--- src/rtl/instruction_fetch_stage.sv ---
// ---------------------------------------------------------------------------
// instruction_fetch_stage
//   Fetch stage and IF/ID pipeline register of the pipelined MIPS core.
//   Holds the PC, drives the instruction-memory address, and registers the
//   fetched word with its PC+4 and a valid flag for the decode stage.
//   Stall requests from the hazard unit freeze the stage. Branch and jump
//   redirects reload the PC and insert a bubble. A redirect overrides a stall.
//
// Ports
//   clk            in   1   rising-edge clock
//   reset          in   1   asynchronous, active-high reset
//   stall          in   1   hold PC and IF/ID contents (load-use hazard)
//   branch_taken   in   1   resolved BEQ/BNE taken, go to branch_target
//   branch_target  in   32  branch destination byte address
//   jump           in   1   J/JAL decoded, go to jump_target
//   jump_target    in   32  jump destination byte address
//   imem_addr      out  32  instruction memory address (equal to pc)
//   imem_data      in   32  instruction word, combinational read of imem_addr
//   pc             out  32  current fetch PC
//   if_id_instr    out  32  registered instruction for decode
//   if_id_pc_plus4 out  32  registered PC+4 of that instruction
//   if_id_valid    out  1   if_id_instr is a real fetched instruction
//   misalign_err   out  1   sticky: a redirect target had addr[1:0] != 0
//   bubble_count   out  16  number of bubbles inserted into IF/ID (wraps)
// ---------------------------------------------------------------------------
module instruction_fetch_stage #(
  parameter logic [31:0] RESET_PC  = 32'h0040_0000,
  parameter logic [31:0] NOP_INSTR = 32'h0000_0000
) (
  input  logic        clk,
  input  logic        reset,
  input  logic        stall,
  input  logic        branch_taken,
  input  logic [31:0] branch_target,
  input  logic        jump,
  input  logic [31:0] jump_target,
  output logic [31:0] imem_addr,
  input  logic [31:0] imem_data,
  output logic [31:0] pc,
  output logic [31:0] if_id_instr,
  output logic [31:0] if_id_pc_plus4,
  output logic        if_id_valid,
  output logic        misalign_err,
  output logic [15:0] bubble_count
);

  // The IF/ID slot is either empty (bubble) or holds a fetched instruction.
  typedef enum logic {
    ST_BUBBLE   = 1'b0,
    ST_FETCHING = 1'b1
  } fetch_state_e;

  fetch_state_e state_q, state_d;
  logic [31:0]  pc_q, pc_d;
  logic [31:0]  instr_q, instr_d;
  logic [31:0]  pc_plus4_q, pc_plus4_d;
  logic         misalign_q, misalign_d;
  logic [15:0]  bubble_cnt_q, bubble_cnt_d;

  logic         redirect;
  logic [31:0]  sel_target;
  logic [31:0]  pc_plus4;

  // Branch wins over jump: it belongs to the older instruction in the pipe.
  assign redirect   = branch_taken | jump;
  assign sel_target = branch_taken ? branch_target : jump_target;
  // Unsigned 32-bit add; the carry out is simply dropped so the PC wraps.
  assign pc_plus4   = pc_q + 32'd4;

  always_comb begin
    // NOTE: every _d gets a default (hold) first so no path leaves it
    // unassigned; that is what keeps this block from inferring latches.
    state_d      = state_q;
    pc_d         = pc_q;
    instr_d      = instr_q;
    pc_plus4_d   = pc_plus4_q;
    misalign_d   = misalign_q;
    bubble_cnt_d = bubble_cnt_q;

    if (redirect) begin
      pc_d         = {sel_target[31:2], 2'b00};
      instr_d      = NOP_INSTR;
      pc_plus4_d   = 32'd0;
      state_d      = ST_BUBBLE;
      bubble_cnt_d = bubble_cnt_q + 16'd1;
      if (sel_target[1:0] != 2'b00) begin
        misalign_d = 1'b1;
      end
    end else if (!stall) begin
      pc_d       = pc_plus4;
      instr_d    = imem_data;
      pc_plus4_d = pc_plus4;
      state_d    = ST_FETCHING;
    end
  end

  always_ff @(posedge clk or posedge reset) begin
    if (reset) begin
      state_q      <= ST_BUBBLE;
      pc_q         <= RESET_PC;
      instr_q      <= NOP_INSTR;
      pc_plus4_q   <= 32'd0;
      misalign_q   <= 1'b0;
      bubble_cnt_q <= 16'd0;
    end else begin
      // NOTE: registers are updated with <= so all of them sample the
      // pre-edge values, independent of statement order.
      state_q      <= state_d;
      pc_q         <= pc_d;
      instr_q      <= instr_d;
      pc_plus4_q   <= pc_plus4_d;
      misalign_q   <= misalign_d;
      bubble_cnt_q <= bubble_cnt_d;
    end
  end

  assign imem_addr      = pc_q;
  assign pc             = pc_q;
  assign if_id_instr    = instr_q;
  assign if_id_pc_plus4 = pc_plus4_q;
  assign if_id_valid    = (state_q == ST_FETCHING);
  assign misalign_err   = misalign_q;
  assign bubble_count   = bubble_cnt_q;

endmodule

--- config.mk ---
export PLATFORM = sky130hd
export DESIGN_NAME = instruction_fetch_stage
export DESIGN_NICKNAME = d
export VERILOG_FILES = /design/src/rtl/instruction_fetch_stage.sv
export SDC_FILE = /design/constraint.sdc
export NUM_CORES = 1
export LEC_CHECK = 0
export ABC_AREA = 0
export CAP_MARGIN = 30
export CORE_MARGIN = 1.5
export CORE_UTILIZATION = 30
export CTS_BUF_LIST = sky130_fd_sc_hd__clkbuf_16
export CTS_CLUSTER_DIAMETER = 80
export DETAILED_ROUTE_END_ITERATION = 10
export SYNTH_ARGS = -nofsm -noshare
export SYNTH_HDL_FRONTEND = slang
export SYNTH_SLANG_ARGS = --single-unit
export TNS_END_PERCENT = 20
--- constraint.sdc ---
create_clock -name clk -period 11.65 [get_ports clk]
set_clock_uncertainty 0.2 [all_clocks]
set_input_delay 2.33 -clock clk [delete_from_list [all_inputs] [get_ports clk]]
set_output_delay 2.33 -clock clk [all_outputs]
set_load 0.01 [all_outputs]
==> impl_metrics.toml, run 1 <==
[placement]
dpl.cell_count = 1115
dp_hpwl_mm = 14.3
numPortBuffers = 242
place_congestion = 0.790

[synth]
synth-edff-count = 0
async_reset_ff_share_pct = 100
syn_area_per_cell_um2 = 9.27
synth_area_leaders = "dfrtp_1, a21oi_1, mux2i_1, xnor2_1, o21ai_0"
yosysWarningCount = 0
synth_seq_cells = 111
synthCells = 669
synth_ff_type = "dfrtp_1"
yosysTopAreaCellShare_pct = 44.4
ys_seq_area_share_pct = 44.8
synth_top_cell_by_area = "dfrtp_1"
synth_area_mm2 = 0.00620
ys_types = 52

[pwr]
peakVddDrop_mv = 0.0601
power.total_uw = 1100
switchingPower_uw = 335
switching_share_pct = 30.3
p_int_uw = 769
seqPwrFrac_pct = 43.3
power.leakage_uw = 0.00372
p_per_area_mw_per_mm2 = 125
p_comb_share_pct = 26.6
clkPwrFrac_pct = 30.2

[global_routing]
grt_pass1_vias = 5472
antenna_found_initial = 0
grt_max_degree = 64
grt.total_usage_pct = 18.5
grt-ovfl-total = 0
grt_pass1_wl_mm = 31.0

[timing]
hold_viol_final = 0
hold_ws_ps = 287
tns_ps = 0
min_period_over_period_pct = 36.2
worstMarginPinSlew_ps = 806
final_max_slew_viol_count = 0
finalCriticalPeriod_ps = 4210
finalSetupViolations = 0
rsz0062_at_grt = "no"
max_freq_mhz = 237
relSlewSlack_pct = 46.3

[finish]
stdcell_count = 1129
num_antenna_cells = 0
drive_gt1_share_pct = 6.05
area_growth_pct = 42.6
nNetsFinal = 959

[setup_path]
r2r-end = "imem_addr[18]"
r2r_start = "imem_addr[2]"
cpMaxStageDelayCell = "dfrtp_1"
endpoint_kind = "output pin"
path_max_fanout = 12
ff2ff_path_depth = 5
required_ps = 9120
startpoint_type = "register"
critical_path.top_delay_family = "flip-flops"
max_stage_delay_ps = 690
critPathKind = "register to output pin"
crit_chain = "clkdlybuf4s50_1"
reg2reg_slack_ps = 9120
arrival_ps = 1680
critPathBufInv = 1

[hold_path]
hold_path.class = "register to register"
hold_path_depth = 1
hold_path_end = "bubble_count[15]"
holdCritStartpoint = "bubble_count[15]"

[flow_run]
max_cap_viol_count = 0

[clock_network]
clockBufferDepth = 2
post_cts_buffers = 0
numCtsBuffers = 9
insertion_delay_ps = 350
cts_tree = "yes"
clkTransAtPathRegs_ps = 70
htree_levels = 3
root_buffer = "clkbuf_16"
cts_hold_buf = 0
cts.sinks = 111
cts_resized = 0

[route]
met2_length_mm = 8.98
vias = 5545
firstDrtPassIters = 5
top_layer = "met4"
drt-met1-wl_mm = 9.28
drt_iter0_drc = 242
met3WireLength_mm = 1.38
drt-total-wl_mm = 20.1
ant_nets = 0
wl_per_cell_um = 17.8
remaining_drc_errors = 0
via_per_inst = 4.91

[floorplanning]
ioPinCount = 247
core_area_mm2 = 0.0202
dieWidth_um = 147
fp-row-count = 52
fp.dieH_um = 147
die-area_mm2 = 0.0216
initial_core_util_pct = 30.7

[outcome]
status = "finished clean"
[worst max path at each step]
stage                       startpoint              end  slack [ps]  depth (start not counted)
after floorplan                  reset  bubble_count[0]        6190                          1
after global placement            jump    imem_addr[31]        6810                          7
after detailed placement          jump    imem_addr[31]        7160                          8
after CTS                 imem_addr[6]            pc[6]        7410                          1
after global routing      imem_addr[6]     imem_addr[6]        7350                          1
final                     imem_addr[6]     imem_addr[6]        7440                          1
[cells in the final DEF, fill, tap and decap left out, types with 9 or more instances in the layout]
| cell | instances |
|---|---|
| clkdlybuf4s50_1 | 239 |
| dfrtp_1 | 110 |
| a21oi_1 | 85 |
| nor2_1 | 61 |
| o21ai_0 | 59 |
| nand2_1 | 50 |
| mux2i_1 | 41 |
| xnor2_1 | 34 |
| inv_1 | 24 |
| nand3_1 | 18 |
| a2bb2oi_1 | 17 |
| xor2_1 | 9 |
| clkbuf_16 | 9 |
| buf_4 | 9 |
[state kept, by name, summed over array words and instances (netlist names)]
signal / count
if_id_valid: 1
bubble_count: 16
if_id_pc_plus4: 31
misalign_err: 1
imem_addr: 30
if_id_instr: 32
[power groups by stage]
| stage | clock (µW) | combinational, µW | sequential [µW] |
|---|---|---|---|
| 3_5_place_dp | 0 | 295 | 485 |
| 6_report | 333 | 293 | 477 |
| 4_1_cts | 344 | 296 | 478 |
| 5_1_grt | 358 | 317 | 484 |
| 2_1_floorplan | 0 | 147 | 481 |
| 3_3_place_gp | 0 | 293 | 485 |
[metrics by stage]
stage                     worst slack (ps)  instance area (µm²)  util, %
after floorplan                       6190                 6210        -
after global placement                6810                 8530     42.2
after detailed placement              7160                 8550     42.2
after CTS                             7410                 8850     43.7
after global routing                  7350                 8850     43.7
final                                 7440                 8850     43.7
[synth_stat cells, types with 2 or more instances]
| cell | instances |
|---|---|
| o21ai_0 | 59 |
| nand2_1 | 50 |
| nand3_1 | 18 |
| o21a_1 | 2 |
| and3_2 | 2 |
| a211oi_1 | 3 |
| xnor2_1 | 34 |
| o22a_1 | 3 |
| o31ai_1 | 2 |
| nor4_4 | 4 |
| nor2b_1 | 2 |
| nor2_1 | 62 |
| nor3_1 | 8 |
| nand4_1 | 7 |
| mux2i_1 | 41 |
| and2_1 | 3 |
| or3_4 | 2 |
| inv_1 | 25 |
| buf_2 | 13 |
| buf_1 | 8 |
| and4_2 | 5 |
| or2_2 | 2 |
| ha_1 | 2 |
| buf_6 | 3 |
| buf_4 | 38 |
| and4_1 | 2 |
| nor4_1 | 3 |
| a2bb2oi_1 | 17 |
| clkbuf_1 | 15 |
| dfrtp_1 | 110 |
| a21oi_1 | 85 |
| a31oi_1 | 4 |
| xor2_1 | 9 |
| nand2b_1 | 5 |
| and3_1 | 4 |
[kinds of logic after synthesis]
logic type	count (synthesis)	share of synthesized area (%)
adders and majority gates	2	0.403
DFF	111	44.8
buffers and inverters	103	9.32
xor gates and xnor gates	43	6.07
muxes	42	6.80
and+or+nand+nor	187	16.2
other	1	0.0605
AOI/OAI and AO/OA	180	16.4
[layer usage]
metal	GRT usage, %	vias up
met4	7.93	0
met3	3.42	29
met1	25.4	2636
met5	0	-
met2	28.4	225
li1	-	2655
[final cells by class]
cell class              count  area [µm²]
fillers                  1963       11400
multi-input cells         458        2860
flip-flops and latches    111        2780
repair buffers            251        2470
well taps                 270         338
clock buffers               9         225
inverters                  25        96.3
clock inverters             5        75.1
Power figures use the tool's default switching activity.
==> run 2, diff against run 1 <==
==> constraint.sdc (replaced) <==
create_clock -name clk -period 3.55 [get_ports clk]
set_clock_uncertainty 0.2 [all_clocks]
set_input_delay 0.71 -clock clk [delete_from_list [all_inputs] [get_ports clk]]
set_output_delay 0.71 -clock clk [all_outputs]
set_load 0.01 [all_outputs]
==> impl_metrics.toml, run 2 (same netlist as run 1, synthesis figures left out) <==
[clock_network]
htree_levels = 3
post_cts_buffers = 0
numCtsBuffers = 9
cts.sinks = 111
clockBufferDepth = 2
cts_resized = 0
clkTransAtPathRegs_ps = 80
cts_hold_buf = 0
insertion_delay_ps = 360
root_buffer = "clkbuf_16"
cts_tree = "yes"

[finish]
fillers = 1979
drive_gt1_share_pct = 6.26
largest_reg_flops = 32
final_common_cell = "clkdlybuf4s50_1"
final_cell_mix = "clkdlybuf4s50_1, dfrtp_1, a21oi_1"
nNetsFinal = 960
seq_area_mm2 = 0.00278
multi_input_area_mm2 = 0.00286
stdcell_count = 1132
area_growth_pct = 43.3
num_antenna_cells = 0

[setup_path]
crit_chain = "clkdlybuf4s50_1"
required_ps = 2640
endpoint_kind = "output pin"
cpMaxStageDelayCell = "dfrtp_1"
startpoint_type = "register"
path_max_fanout = 12
arrival_ps = 1700
critical_path.top_delay_family = "flip-flops"
max_stage_delay_ps = 700
critPathBufInv = 1
critPathKind = "register to output pin"

[pwr]
switchingPower_uw = 1130
switching_share_pct = 31.4
clkPwrFrac_pct = 30.0
seqPwrFrac_pct = 43.3
p_per_area_mw_per_mm2 = 406
p_comb_share_pct = 26.8
peakVddDrop_mv = 0.194
p_int_uw = 2480
power.leakage_uw = 0.00373

[floorplanning]
dieWidth_um = 147
ioPinCount = 247
fp-row-count = 52
initial_core_util_pct = 30.7
fp.dieH_um = 147
die-area_mm2 = 0.0216
core_area_mm2 = 0.0202

[placement]
place_congestion = 0.844
dpl.cell_count = 1116
dp_hpwl_mm = 14.6
numPortBuffers = 242

[route]
ant_nets = 0
firstDrtPassIters = 4
drt_iter0_drc = 185
wl_per_cell_um = 18.0
remaining_drc_errors = 0
drt-total-wl_mm = 20.4
via_per_inst = 4.88
vias = 5523

[timing]
max_freq_mhz = 383
final_max_slew_viol_count = 0
finalSetupViolations = 0
relSlewSlack_pct = 55.3
hold_viol_final = 0
rsz0062_at_grt = "no"
worstMarginPinSlew_ps = 665
hold_ws_ps = 276
tns_ps = 0
min_period_over_period_pct = 73.5
finalCriticalPeriod_ps = 2610

[hold_path]
hold_path.class = "register to register"

[global_routing]
use_met3_pct = 4.25
grt.busiest_layer = "met2"
grt-ovfl-total = 0
grt.total_usage_pct = 19.2
antenna_found_initial = 1
grt_max_degree = 112
grtUsageMet2_pct = 30.7
use_met1_pct = 25.9
grt_pass1_wl_mm = 31.9
grt_pass1_vias = 5518

[outcome]
status = "finished clean"

[flow_run]
max_cap_viol_count = 0
## run 2: worst paths after layout
| check | depth (start not counted) | endpoint | startpoint | slack, ps |
|---|---|---|---|---|
| hold reg to reg | 1 | bubble_count[15] | bubble_count[15] | 280 |
| max in group asynchronous | 3 | if_id_pc_plus4[16] | reset | 1980 |
| min in group asynchronous | 3 | bubble_count[12] | reset | 670 |
| setup reg to reg | 5 | imem_addr[18] | imem_addr[2] | 1070 |
| setup / recovery | 1 | imem_addr[6] | imem_addr[6] | 940 |
| hold / removal | 1 | bubble_count[15] | bubble_count[15] | 280 |
## run 2: per-stage QoR
stage	worst slack, ps	total power [µW]	utilization (%)	area (µm²)
2_1_floorplan	1300	2060	-	6220
3_3_place_gp	847	2550	42.4	8580
3_5_place_dp	796	2560	42.4	8580
4_1_cts	903	3660	43.9	8890
5_1_grt	842	3810	43.9	8890
6_report	939	3610	43.9	8890
## run 2: area by class of cell
cell class              count  area share [%]
multi-input cells         458            32.2
inverters                  25            1.10
well taps                 270            3.80
flip-flops and latches    111            31.3
clock inverters             7           0.901
repair buffers            252            28.2
clock buffers               9            2.53
## run 2: power by group through the flow
stage | Combinational [µW] | Clock [µW] | Sequential, µW
floorplan | 482 | 0 | 1580
global placement | 967 | 0 | 1590
detailed placement | 973 | 0 | 1590
CTS | 978 | 1120 | 1560
global route | 1050 | 1170 | 1590
finish | 967 | 1080 | 1560
## run 2: layer usage
| layer | vias up | share of wire (%) |
|---|---|---|
| met5 | - | 0.059 |
| met2 | 226 | 46 |
| met1 | 2616 | 45 |
| met3 | 23 | 7.4 |
| met4 | 2 | 1.6 |
| li1 | 2656 | - |
